`src/rtl/hazard_scoreboard_ctrl_pkg.sv`:
```
// Shared core types for the hazard controller: register index width, x0 and the scoreboard entry.
// Combinational constants only; no latency or backpressure of its own.
package hazard_scoreboard_ctrl_pkg;

    localparam int REG_AW = 5;
    localparam logic [REG_AW-1:0] X0 = '0;

    typedef struct packed {
        logic              valid;
        logic [REG_AW-1:0] rd;
        logic              is_load;
    } sb_entry_t;

endpackage

```
`src/rtl/hazard_scoreboard_ctrl_if.sv`:
```
// ID-stage hazard request/control bundle between decode and the hazard controller.
// Pure wiring; master drives the decode-side inputs, slave returns the pipeline enables.
interface hazard_scoreboard_ctrl_if #(
    parameter int NUM_SRC = 2,
    parameter int CNT_W   = 32
);
    logic [NUM_SRC*hazard_scoreboard_ctrl_pkg::REG_AW-1:0] id_rs;
    logic [NUM_SRC-1:0]                                   id_rs_used;
    logic [hazard_scoreboard_ctrl_pkg::REG_AW-1:0]        id_rd;
    logic                                                 id_regwrite;
    logic                                                 id_memread;
    logic                                                 id_is_branch;
    logic                                                 redirect;
    logic                                                 icache_stall;
    logic                                                 dcache_stall;
    logic                                                 pc_stall;
    logic                                                 if_id_stall;
    logic                                                 if_id_flush;
    logic                                                 id_ex_flush;
    logic                                                 pipe_freeze;
    logic                                                 pc_redirect;
    logic [CNT_W-1:0]                                     perf_stall;
    logic [CNT_W-1:0]                                     perf_flush;

    modport master (
        output id_rs, id_rs_used, id_rd, id_regwrite, id_memread, id_is_branch,
               redirect, icache_stall, dcache_stall,
        input  pc_stall, if_id_stall, if_id_flush, id_ex_flush, pipe_freeze, pc_redirect,
               perf_stall, perf_flush
    );

    modport slave (
        input  id_rs, id_rs_used, id_rd, id_regwrite, id_memread, id_is_branch,
               redirect, icache_stall, dcache_stall,
        output pc_stall, if_id_stall, if_id_flush, id_ex_flush, pipe_freeze, pc_redirect,
               perf_stall, perf_flush
    );

endinterface

```
`src/rtl/hazard_sb_match.sv`:
```
// One scoreboard entry against every ID source operand; flags a still-pending producer.
// Combinational, zero latency; no backpressure.
module hazard_sb_match
    import hazard_scoreboard_ctrl_pkg::*;
#(
    parameter int NUM_SRC      = 2,
    parameter int LOAD_LAT     = 1,
    parameter int BRANCH_IN_ID = 1,
    parameter int IDX          = 0
) (
    input  sb_entry_t                  entry,
    input  logic [NUM_SRC*REG_AW-1:0]  id_rs,
    input  logic [NUM_SRC-1:0]         id_rs_used,
    input  logic                       id_is_branch,
    output logic                       hit
);

    // Cycles still owed by this producer, given that it sits IDX+1 cycles behind ID.
    localparam int REM_ALU = BRANCH_IN_ID - IDX;
    localparam int REM_LD  = LOAD_LAT + BRANCH_IN_ID - IDX;

    logic live;

    assign live = entry.valid &&
                  ((entry.is_load ? REM_LD : REM_ALU) > (id_is_branch ? 0 : BRANCH_IN_ID));

    always_comb begin
        hit = 1'b0;
        for (int k = 0; k < NUM_SRC; k++) begin
            if (id_rs_used[k] && (id_rs[k*REG_AW +: REG_AW] != X0) &&
                (id_rs[k*REG_AW +: REG_AW] == entry.rd) && live) begin
                hit = 1'b1;
            end
        end
    end

endmodule

```
`src/rtl/hazard_scoreboard_ctrl.sv`:
```
// Hazard controller: age-indexed writer scoreboard plus stall/flush/freeze priority mux and perf counters.
// Control outputs are combinational from ID inputs and board state; dcache_stall freezes board and counters.
module hazard_scoreboard_ctrl
    import hazard_scoreboard_ctrl_pkg::*;
#(
    parameter int NUM_SRC      = 2,
    parameter int LOAD_LAT     = 1,
    parameter int BRANCH_IN_ID = 1,
    parameter int CNT_W        = 32
) (
    input  logic                      clk,
    input  logic                      rst_n,
    hazard_scoreboard_ctrl_if.slave   hz
);

    localparam int D = LOAD_LAT + BRANCH_IN_ID;

    sb_entry_t        sb [D];
    logic [D-1:0]     hit;
    logic             id_hazard;
    logic             frozen;
    logic             redirect_acc;
    logic             issue;
    logic             pc_stall, if_id_stall, if_id_flush, id_ex_flush, pipe_freeze, pc_redirect;
    logic [CNT_W-1:0] perf_stall_q, perf_flush_q;

    for (genvar i = 0; i < D; i++) begin : g_match
        hazard_sb_match #(
            .NUM_SRC      (NUM_SRC),
            .LOAD_LAT     (LOAD_LAT),
            .BRANCH_IN_ID (BRANCH_IN_ID),
            .IDX          (i)
        ) u_match (
            .entry        (sb[i]),
            .id_rs        (hz.id_rs),
            .id_rs_used   (hz.id_rs_used),
            .id_is_branch (hz.id_is_branch),
            .hit          (hit[i])
        );
    end

    assign id_hazard    = |hit;
    assign frozen       = hz.dcache_stall;
    // A branch resolving in ID must not redirect on operands it is still waiting for.
    assign redirect_acc = hz.redirect & ((BRANCH_IN_ID == 0) | ~id_hazard);

    always_comb begin
        pc_stall    = 1'b0;
        if_id_stall = 1'b0;
        if_id_flush = 1'b0;
        id_ex_flush = 1'b0;
        pipe_freeze = 1'b0;
        pc_redirect = 1'b0;
        if (rst_n) begin
            if (frozen) begin
                pc_stall    = 1'b1;
                if_id_stall = 1'b1;
                pipe_freeze = 1'b1;
            end else if (redirect_acc) begin
                pc_redirect = 1'b1;
                if_id_flush = 1'b1;
                id_ex_flush = (BRANCH_IN_ID == 0);
            end else if (id_hazard) begin
                pc_stall    = 1'b1;
                if_id_stall = 1'b1;
                id_ex_flush = 1'b1;
            end else if (hz.icache_stall) begin
                pc_stall    = 1'b1;
                if_id_flush = 1'b1;
            end
        end
    end

    assign issue = ~id_hazard & ~id_ex_flush;

    always_ff @(posedge clk or negedge rst_n) begin
        if (!rst_n) begin
            for (int i = 0; i < D; i++) sb[i] <= '0;
            perf_stall_q <= '0;
            perf_flush_q <= '0;
        end else if (!frozen) begin
            if (issue) begin
                sb[0] <= '{valid:   hz.id_regwrite && (hz.id_rd != X0),
                           rd:      hz.id_rd,
                           is_load: hz.id_memread};
            end else begin
                sb[0] <= '0;
            end
            for (int i = 1; i < D; i++) sb[i] <= sb[i-1];
            if (id_hazard)   perf_stall_q <= perf_stall_q + CNT_W'(1);
            if (pc_redirect) perf_flush_q <= perf_flush_q + CNT_W'(1);
        end
    end

    assign hz.pc_stall    = pc_stall;
    assign hz.if_id_stall = if_id_stall;
    assign hz.if_id_flush = if_id_flush;
    assign hz.id_ex_flush = id_ex_flush;
    assign hz.pipe_freeze = pipe_freeze;
    assign hz.pc_redirect = pc_redirect;
    assign hz.perf_stall  = perf_stall_q;
    assign hz.perf_flush  = perf_flush_q;

endmodule
```
`src/flat_wrapper.sv`:
```
// flat-port wrapper written by rule: the top's interface ports become plain ports
module hazard_scoreboard_ctrl_flat import hazard_scoreboard_ctrl_pkg::*;
#(
    parameter int NUM_SRC      = 2,
    parameter int LOAD_LAT     = 1,
    parameter int BRANCH_IN_ID = 1,
    parameter int CNT_W        = 32
)
  (clk, rst_n, hz_id_rs, hz_id_rs_used, hz_id_rd, hz_id_regwrite, hz_id_memread, hz_id_is_branch, hz_redirect, hz_icache_stall, hz_dcache_stall, hz_pc_stall, hz_if_id_stall, hz_if_id_flush, hz_id_ex_flush, hz_pipe_freeze, hz_pc_redirect, hz_perf_stall, hz_perf_flush);
  hazard_scoreboard_ctrl_if #(.NUM_SRC(NUM_SRC), .CNT_W(CNT_W)) hz_i ();
  input  logic clk;
  input  logic rst_n;
  input wire logic [$bits(hz_i.id_rs)-1:0] hz_id_rs;
  input wire logic [$bits(hz_i.id_rs_used)-1:0] hz_id_rs_used;
  input wire logic [$bits(hz_i.id_rd)-1:0] hz_id_rd;
  input wire logic [$bits(hz_i.id_regwrite)-1:0] hz_id_regwrite;
  input wire logic [$bits(hz_i.id_memread)-1:0] hz_id_memread;
  input wire logic [$bits(hz_i.id_is_branch)-1:0] hz_id_is_branch;
  input wire logic [$bits(hz_i.redirect)-1:0] hz_redirect;
  input wire logic [$bits(hz_i.icache_stall)-1:0] hz_icache_stall;
  input wire logic [$bits(hz_i.dcache_stall)-1:0] hz_dcache_stall;
  output wire logic [$bits(hz_i.pc_stall)-1:0] hz_pc_stall;
  output wire logic [$bits(hz_i.if_id_stall)-1:0] hz_if_id_stall;
  output wire logic [$bits(hz_i.if_id_flush)-1:0] hz_if_id_flush;
  output wire logic [$bits(hz_i.id_ex_flush)-1:0] hz_id_ex_flush;
  output wire logic [$bits(hz_i.pipe_freeze)-1:0] hz_pipe_freeze;
  output wire logic [$bits(hz_i.pc_redirect)-1:0] hz_pc_redirect;
  output wire logic [$bits(hz_i.perf_stall)-1:0] hz_perf_stall;
  output wire logic [$bits(hz_i.perf_flush)-1:0] hz_perf_flush;
  assign hz_i.id_rs = hz_id_rs;
  assign hz_i.id_rs_used = hz_id_rs_used;
  assign hz_i.id_rd = hz_id_rd;
  assign hz_i.id_regwrite = hz_id_regwrite;
  assign hz_i.id_memread = hz_id_memread;
  assign hz_i.id_is_branch = hz_id_is_branch;
  assign hz_i.redirect = hz_redirect;
  assign hz_i.icache_stall = hz_icache_stall;
  assign hz_i.dcache_stall = hz_dcache_stall;
  assign hz_pc_stall = hz_i.pc_stall;
  assign hz_if_id_stall = hz_i.if_id_stall;
  assign hz_if_id_flush = hz_i.if_id_flush;
  assign hz_id_ex_flush = hz_i.id_ex_flush;
  assign hz_pipe_freeze = hz_i.pipe_freeze;
  assign hz_pc_redirect = hz_i.pc_redirect;
  assign hz_perf_stall = hz_i.perf_stall;
  assign hz_perf_flush = hz_i.perf_flush;
  hazard_scoreboard_ctrl #(.NUM_SRC(NUM_SRC), .LOAD_LAT(LOAD_LAT), .BRANCH_IN_ID(BRANCH_IN_ID), .CNT_W(CNT_W)) u_core (.clk(clk), .rst_n(rst_n), .hz(hz_i));
endmodule
```
`config.mk`:
```
export PLATFORM = sky130hd
export DESIGN_NAME = hazard_scoreboard_ctrl_flat
export DESIGN_NICKNAME = d
export VERILOG_FILES = /design/src/rtl/hazard_scoreboard_ctrl_pkg.sv /design/src/rtl/hazard_scoreboard_ctrl_if.sv /design/src/rtl/hazard_sb_match.sv /design/src/rtl/hazard_scoreboard_ctrl.sv /design/src/flat_wrapper.sv
export SDC_FILE = /design/constraint.sdc
export NUM_CORES = 1
export LEC_CHECK = 0
export BUFFER_PORTS_ARGS = -buffer_cell sky130_fd_sc_hd__buf_4
export CORE_MARGIN = 3
export CORE_UTILIZATION = 45
export CTS_BUF_LIST = sky130_fd_sc_hd__clkbuf_2
export CTS_CLUSTER_DIAMETER = 100
export DETAILED_ROUTE_END_ITERATION = 16
export GPL_TIMING_DRIVEN = 1
export PLACE_DENSITY_LB_ADDON = 0.08
export SYNTH_ARGS = -nofsm -noshare
export SYNTH_HDL_FRONTEND = slang
export SYNTH_SLANG_ARGS = --single-unit
```
`constraint.sdc`:
```
create_clock -name clk -period 3.1 [get_ports clk]
set_clock_uncertainty 0.15 [all_clocks]
set_input_delay 0.31 -clock clk [delete_from_list [all_inputs] [get_ports clk]]
set_output_delay 0.31 -clock clk [all_outputs]
set_load 0.01 [all_outputs]
```
After elaboration in Yosys (flattened, before gate mapping)
Cells that the tools add are included.
{"block": "totals", "wordCells": 68, "out_inout_bits": 70, "input_bits": 25, "regBits": 78}
{"block": "op_classes", "reduce_logical": 19, "muxes": 28, "n_eq_ne": 4, "bitwise": 5, "n_addsub": 2, "magnitude_cmp": 2}
{"operator": "adder 32 x 1 -> 32 bit, second input constant", "count": 2}
{"operator": "> comparator 32 x 2 -> 1 bit", "count": 1}
{"operator": "> comparator 32 bit", "count": 1}
{"operator": "2-to-1 mux 1 bit", "count": 26}
{"operator": "equality test 5 bit", "count": 4}
{"operator": "nonzero test 5 bit", "count": 3}
{"operator": "logical AND 1 bit", "count": 13}
{"operator": "2-to-1 mux 7 bit", "count": 1}
{"operator": "AND reduction 2 bit", "count": 2}
{"operator": "inverter 1 bit", "count": 3}
{"operator": "AND 1 bit", "count": 2}
{"operator": "2-to-1 mux 2 bit", "count": 1}
{"operator": "OR reduction 2 bit", "count": 1}

Depth between registers and ports, before layout
{"block": "depth", "ltp_word": 15, "mapped_depth": 8, "ltp_nobuf": 6}

Cells and area by module
A second synthesis with hierarchy kept.
{"block": "unflattened", "hier_cells": 361, "hier_area_um2": 3980.1}
{"mod": "hazard_scoreboard_ctrl", "area_each_um2": 3676.0, "n_inst": 1, "cells_each": 318}
{"mod": "hazard_sb_match (u_core.g_match[0].u_match)", "area_each_um2": 152.6, "n_inst": 1, "cells_each": 22}
{"mod": "hazard_sb_match (u_core.g_match[1].u_match)", "area_each_um2": 151.4, "n_inst": 1, "cells_each": 21}

Worst setup path after synthesis
No wires, ideal clock.
{"block": "synth_timing", "kind": "input to output", "startpoint": "input hz_id_rs[1]", "endpoint": "output hz_if_id_flush", "stages": 7, "arrival_time_ns": 2.208, "slack_ns": 0.432, "cell_sequence": "or4_1 > o21ai_2 > nor4_1 > or4_1 > buf_6 > buf_2 > nor3_1"}
{"block": "synth_between", "elab_chain_cells": 12, "word_cells_on_any_way": 19, "classes_between": "2 x eq/ne; 8 x mux; 2 x bitwise; 7 x reduce/logical"}
{"item": "from (decl)", "line": "flat_wrapper.sv:13", "source": "input wire logic [$bits(hz_i.id_rs)-1:0] hz_id_rs;"}
{"item": "nonzero test 5 bit", "line": "hazard_sb_match.sv:30", "source": "if (id_rs_used[k] && (id_rs[k*REG_AW +: REG_AW] != X0) &&"}
{"item": "logical AND 1 bit (2 in a row)", "line": "hazard_sb_match.sv:30"}
{"item": "logical AND 1 bit", "line": "hazard_sb_match.sv:31", "source": "(id_rs[k*REG_AW +: REG_AW] == entry.rd) && live) begin"}
{"item": "2-to-1 mux 1 bit (2 in a row)", "line": "hazard_sb_match.sv:30"}
{"item": "OR reduction 2 bit *", "line": "hazard_scoreboard_ctrl.sv:42", "source": "assign id_hazard = |hit;"}
{"item": "inverter 1 bit", "line": "hazard_scoreboard_ctrl.sv:45", "source": "assign redirect_acc = hz.redirect & ((BRANCH_IN_ID == 0) | ~id_hazard);"}
{"item": "AND 1 bit", "line": "hazard_scoreboard_ctrl.sv:45"}
{"item": "2-to-1 mux 1 bit *", "line": "hazard_scoreboard_ctrl.sv:59", "source": "end else if (redirect_acc) begin"}
{"item": "2-to-1 mux 1 bit *", "line": "hazard_scoreboard_ctrl.sv:55", "source": "if (frozen) begin"}
{"item": "2-to-1 mux 1 bit *", "line": "hazard_scoreboard_ctrl.sv:54", "source": "if (rst_n) begin"}
{"item": "to (decl)", "line": "flat_wrapper.sv:24", "source": "output wire logic [$bits(hz_i.if_id_flush)-1:0] hz_if_id_flush;"}
Mark *: on every way between the ends. The rest lies on a longest branch, timed or not.

Worst setup path after layout
{"block": "layout_timing", "startpoint": "register u_core.sb[5] in the netlist's numbering", "endpoint": "output hz_pc_stall"}
{"block": "layout_between", "elab_chain_cells": 11, "word_cells_on_any_way": 15, "classes_between": "2 x eq/ne; 6 x mux; 2 x bitwise; 5 x reduce/logical"}
{"item": "from (decl)", "line": "hazard_scoreboard_ctrl.sv:18", "source": "sb_entry_t sb [D];"}
{"item": "equality test 5 bit", "line": "hazard_sb_match.sv:31"}
{"item": "logical AND 1 bit", "line": "hazard_sb_match.sv:30"}
{"item": "logical AND 1 bit", "line": "hazard_sb_match.sv:31"}
{"item": "2-to-1 mux 1 bit", "line": "hazard_sb_match.sv:30"}
{"item": "2-to-1 mux 1 bit *", "line": "hazard_sb_match.sv:30"}
{"item": "OR reduction 2 bit *", "line": "hazard_scoreboard_ctrl.sv:42"}
{"item": "inverter 1 bit", "line": "hazard_scoreboard_ctrl.sv:45"}
{"item": "AND 1 bit", "line": "hazard_scoreboard_ctrl.sv:45"}
{"item": "2-to-1 mux 1 bit *", "line": "hazard_scoreboard_ctrl.sv:59"}
{"item": "2-to-1 mux 1 bit *", "line": "hazard_scoreboard_ctrl.sv:55"}
{"item": "2-to-1 mux 1 bit *", "line": "hazard_scoreboard_ctrl.sv:54"}
{"item": "to (decl)", "line": "flat_wrapper.sv:22", "source": "output wire logic [$bits(hz_i.pc_stall)-1:0] hz_pc_stall;"}
Marks and branches as above.

==> metrics.txt <==
most frequent cells in the layout buf_4, dfrtp_1, xor2_1; Syn Nets a little under 400; crit path kind flop to primary output; yosys warns 0; max-slew violations 0; initial antenna violation count 0; total number of vias ~3100; Fillers 757; Worst Max-Slew Pin Slew 0.988 ns; sequential cell area between 0.0015 and 0.002 mm^2; Syn Inst Count approximately 360; reg2reg start u_core.sb[5]; hold_sp hz_dcache_stall; clock-pin transition on the worst setup and hold timing paths about 0.18 ns; Setup WS pre-CTS 0.157 ns; layout cells sized above 1 between 30% and 40%; nets 503; number of global-route vias before repair 3079; Pwr Total 2.07 mW; metal1 wirelength about 4000 um; die area just under 0.01 mm^2; synthesized flop and latch total 78; overall die height between 90 and 100 um; RSZ-0062 raised after global routing yes; Final period util 95.4%; max frequency ~340 MHz; Avg Cell Area, Syn ~11 um^2; Hold Vio Cnt, Final 0; Routed wire per std cell between 15 and 20 um; Syn Std Cell Area 0.00392 mm^2; PwrDens 409 mW/mm^2; root buffer cell clkbuf_2; first-pass GRT wire length ~15000 um; Clock Sinks 78; crit-path max cell delay between 0.5 and 0.6 ns; Highest Signal Layer met4; leak pwr 2.53 nW; H-tree levels 3; crit path capture type primary output; area grow syn2layout 29.2%; placed cell areas ~0.0048 mm^2; chip width about 100 um; total track usage between 10% and 20%; Final ANT Viol Nets 0; DR vias/cell about 5.4; Iteration-0 DRC Markers 79; aggregate global routing overflow 0; cell chain of the critical path xor2_1 > or4_4 > nor4_4 > or4_4 > nor2_4 > a21oi_1 > buf_4; maxcap violations 0; Crit path max-delay family simple AND/OR/NAND/NOR gates; pin count of the biggest net entering global routing 82; WP data required approximately 2.6 ns; Max FO, Critical Path 9; worst vdd ir between 0.0002 and 0.0003 V; asr flop ratio synth 100%; Final Critical Period between 2 and 3 ns; Post-synth EDFFs 0; Final WS setup ~0.14 ns; Placed Instances 559; hold endpoint u_core.sb[13]; hpwl dp ~6500 um; multi-input logic area 0.00193 mm^2; WHS about 0.14 ns; CP arrival between 2 and 3 ns; TritonCTS clock tree done; row cnt 33; gpl congestion 0.793; startpoint types flop; sequential area share after synthesis between 40% and 50%; I/O pin total 95; final routed DRC violation total 0; end of the worst register-to-register path u_core.hz.perf_stall[24]; Rel. slew slack 34.1%; Worst Hold Class input pin to flop; CTS max path bufs 2; starting density of the core between 40% and 50%; Critical-path top delay cell or4_4; hold path depth 2; DRT Pass-1 Iters 4; commonest non-fill, non-tap cell in the layout buf_4; flop-to-flop setup slack 0.42 ns; Setup Viol. Count Final 0; Antenna diodes 0; total CTS buffers 9; FF-to-FF path depth 8; ys flop type dfrtp_1; Distinct cells, synth 37; final design instance area without fill approximately 0.005 mm^2; worst path buffer plus inverter count 1; final std cells w/o fill a little under 600; clock latency at the later pin of the worst-skew pair about 0.50 ns; cell mode on critical path or4_4; final wirelength 9110 um; core area roughly 0.0083 mm^2; Met2 Wirelength around 4600 um; routed length on met3 ~400 um; number of port buffers 94; status complete, no violations
-- cell type report --
type / count / area share [%]
clock buffers: 9 / 0.889
clock inverters: 6 / 1.53
inverters: 9 / 0.667
multi-input cells: 264 / 38.0
flip-flops and latches: 78 / 38.5
well taps: 105 / 2.59
repair buffers: 114 / 17.8
-- worst reg2reg max path, cell delays in order (launching register included) --
cell and delay [ns]:
dfrtp_1 0.45, xor2_1 0.15, or4_4 0.52, nor4_4 0.34, buf_4 0.17, o41ai_4 0.10, buf_12 0.20, nor4_1 0.36
xor2_1 0.18
-- synth_stat cells (3+ instances only) --
cell       n  share of area [%]
dfrtp_1   78                 50
xor2_1    62                 14
nand2_1   27                2.6
nor3_1    25                3.2
nand3_1   21                2.7
nor4_1    20                3.2
xnor2_1   20                4.5
nor2_1    15                1.4
and3_1    12                1.9
nand4_1   12                1.9
inv_1      9               0.86
mux2_2     9                2.6
nor4_2     7                2.2
a22o_1     6                1.3
clkbuf_1   6               0.57
or4_1      6                1.1
buf_2      3               0.38
-- state kept, by name (all words and copies together) (netlist names) --
| signal | cells |
|---|---|
| u_core.hz.perf_flush | 32 |
| u_core.hz.perf_stall | 32 |
| u_core.sb | 14 |
-- worst max-delay path by stage --
stage / cells after the start / to / start / slack [ns]
6_report: 7 / hz_pc_stall / u_core.sb[5] / 0.14
5_1_grt: 7 / hz_id_ex_flush / u_core.sb[4] / -0.001
4_1_cts: 7 / hz_pc_stall / u_core.sb[4] / 0.02
3_5_place_dp: 9 / u_core.hz.perf_flush[31] / hz_id_rs[1] / 0.16
3_3_place_gp: 8 / hz_pc_stall / hz_id_rs[1] / 0.17
2_1_floorplan: 7 / hz_if_id_flush / hz_id_rs[1] / 0.43
-- cells by family (layout without fill, tap and decap cells) --
family	count (synthesis)	after routing	share of synthesized area, %
buffers and inverters	21	138	2.49
adder cells (fa/ha/maj)	2	2	0.638
AO/OA/AOI/OAI	13	13	2.81
AND/OR/NAND/NOR	158	158	23.4
flip-flops	78	78	49.8
multiplexers	9	9	2.58
XOR/XNOR	82	82	18.3
-- per-stage QoR --
stage / TNS (ns) / util, %
2_1_floorplan: 0 / -
3_3_place_gp: 0 / 57.5
3_5_place_dp: 0 / 57.5
4_1_cts: 0 / 60.2
5_1_grt: -0.00129 / 60.7
6_report: 0 / 60.7
-- metal layers --
| metal | vias to the layer above | GRT usage, % |
|---|---|---|
| li1 | 1518 | - |
| met1 | 1541 | 26.5 |
| met2 | 76 | 32.1 |
| met3 | 10 | 3.51 |
| met4 | 0 | 6.30 |
| met5 | - | 0 |
-- power breakdown --
part	total (mW)	leakage (nW)	switching (mW)	internal, mW
clock network	0.594	0.0766	0.339	0.255
registers	1.17	1.02	0.0831	1.08
logic	0.312	1.43	0.144	0.167
-- timing repair --
action / in CTS / in global routing
endpoints found under the hold margin: 85 / 0
endpoints found under the setup margin: 4 / 4
gates resized for setup: 2 / 6
buffers inserted: 0 / 3
hold buffers: 8 / 0
pin swaps: 0 / 2
(Power assumes the default switching activity.)
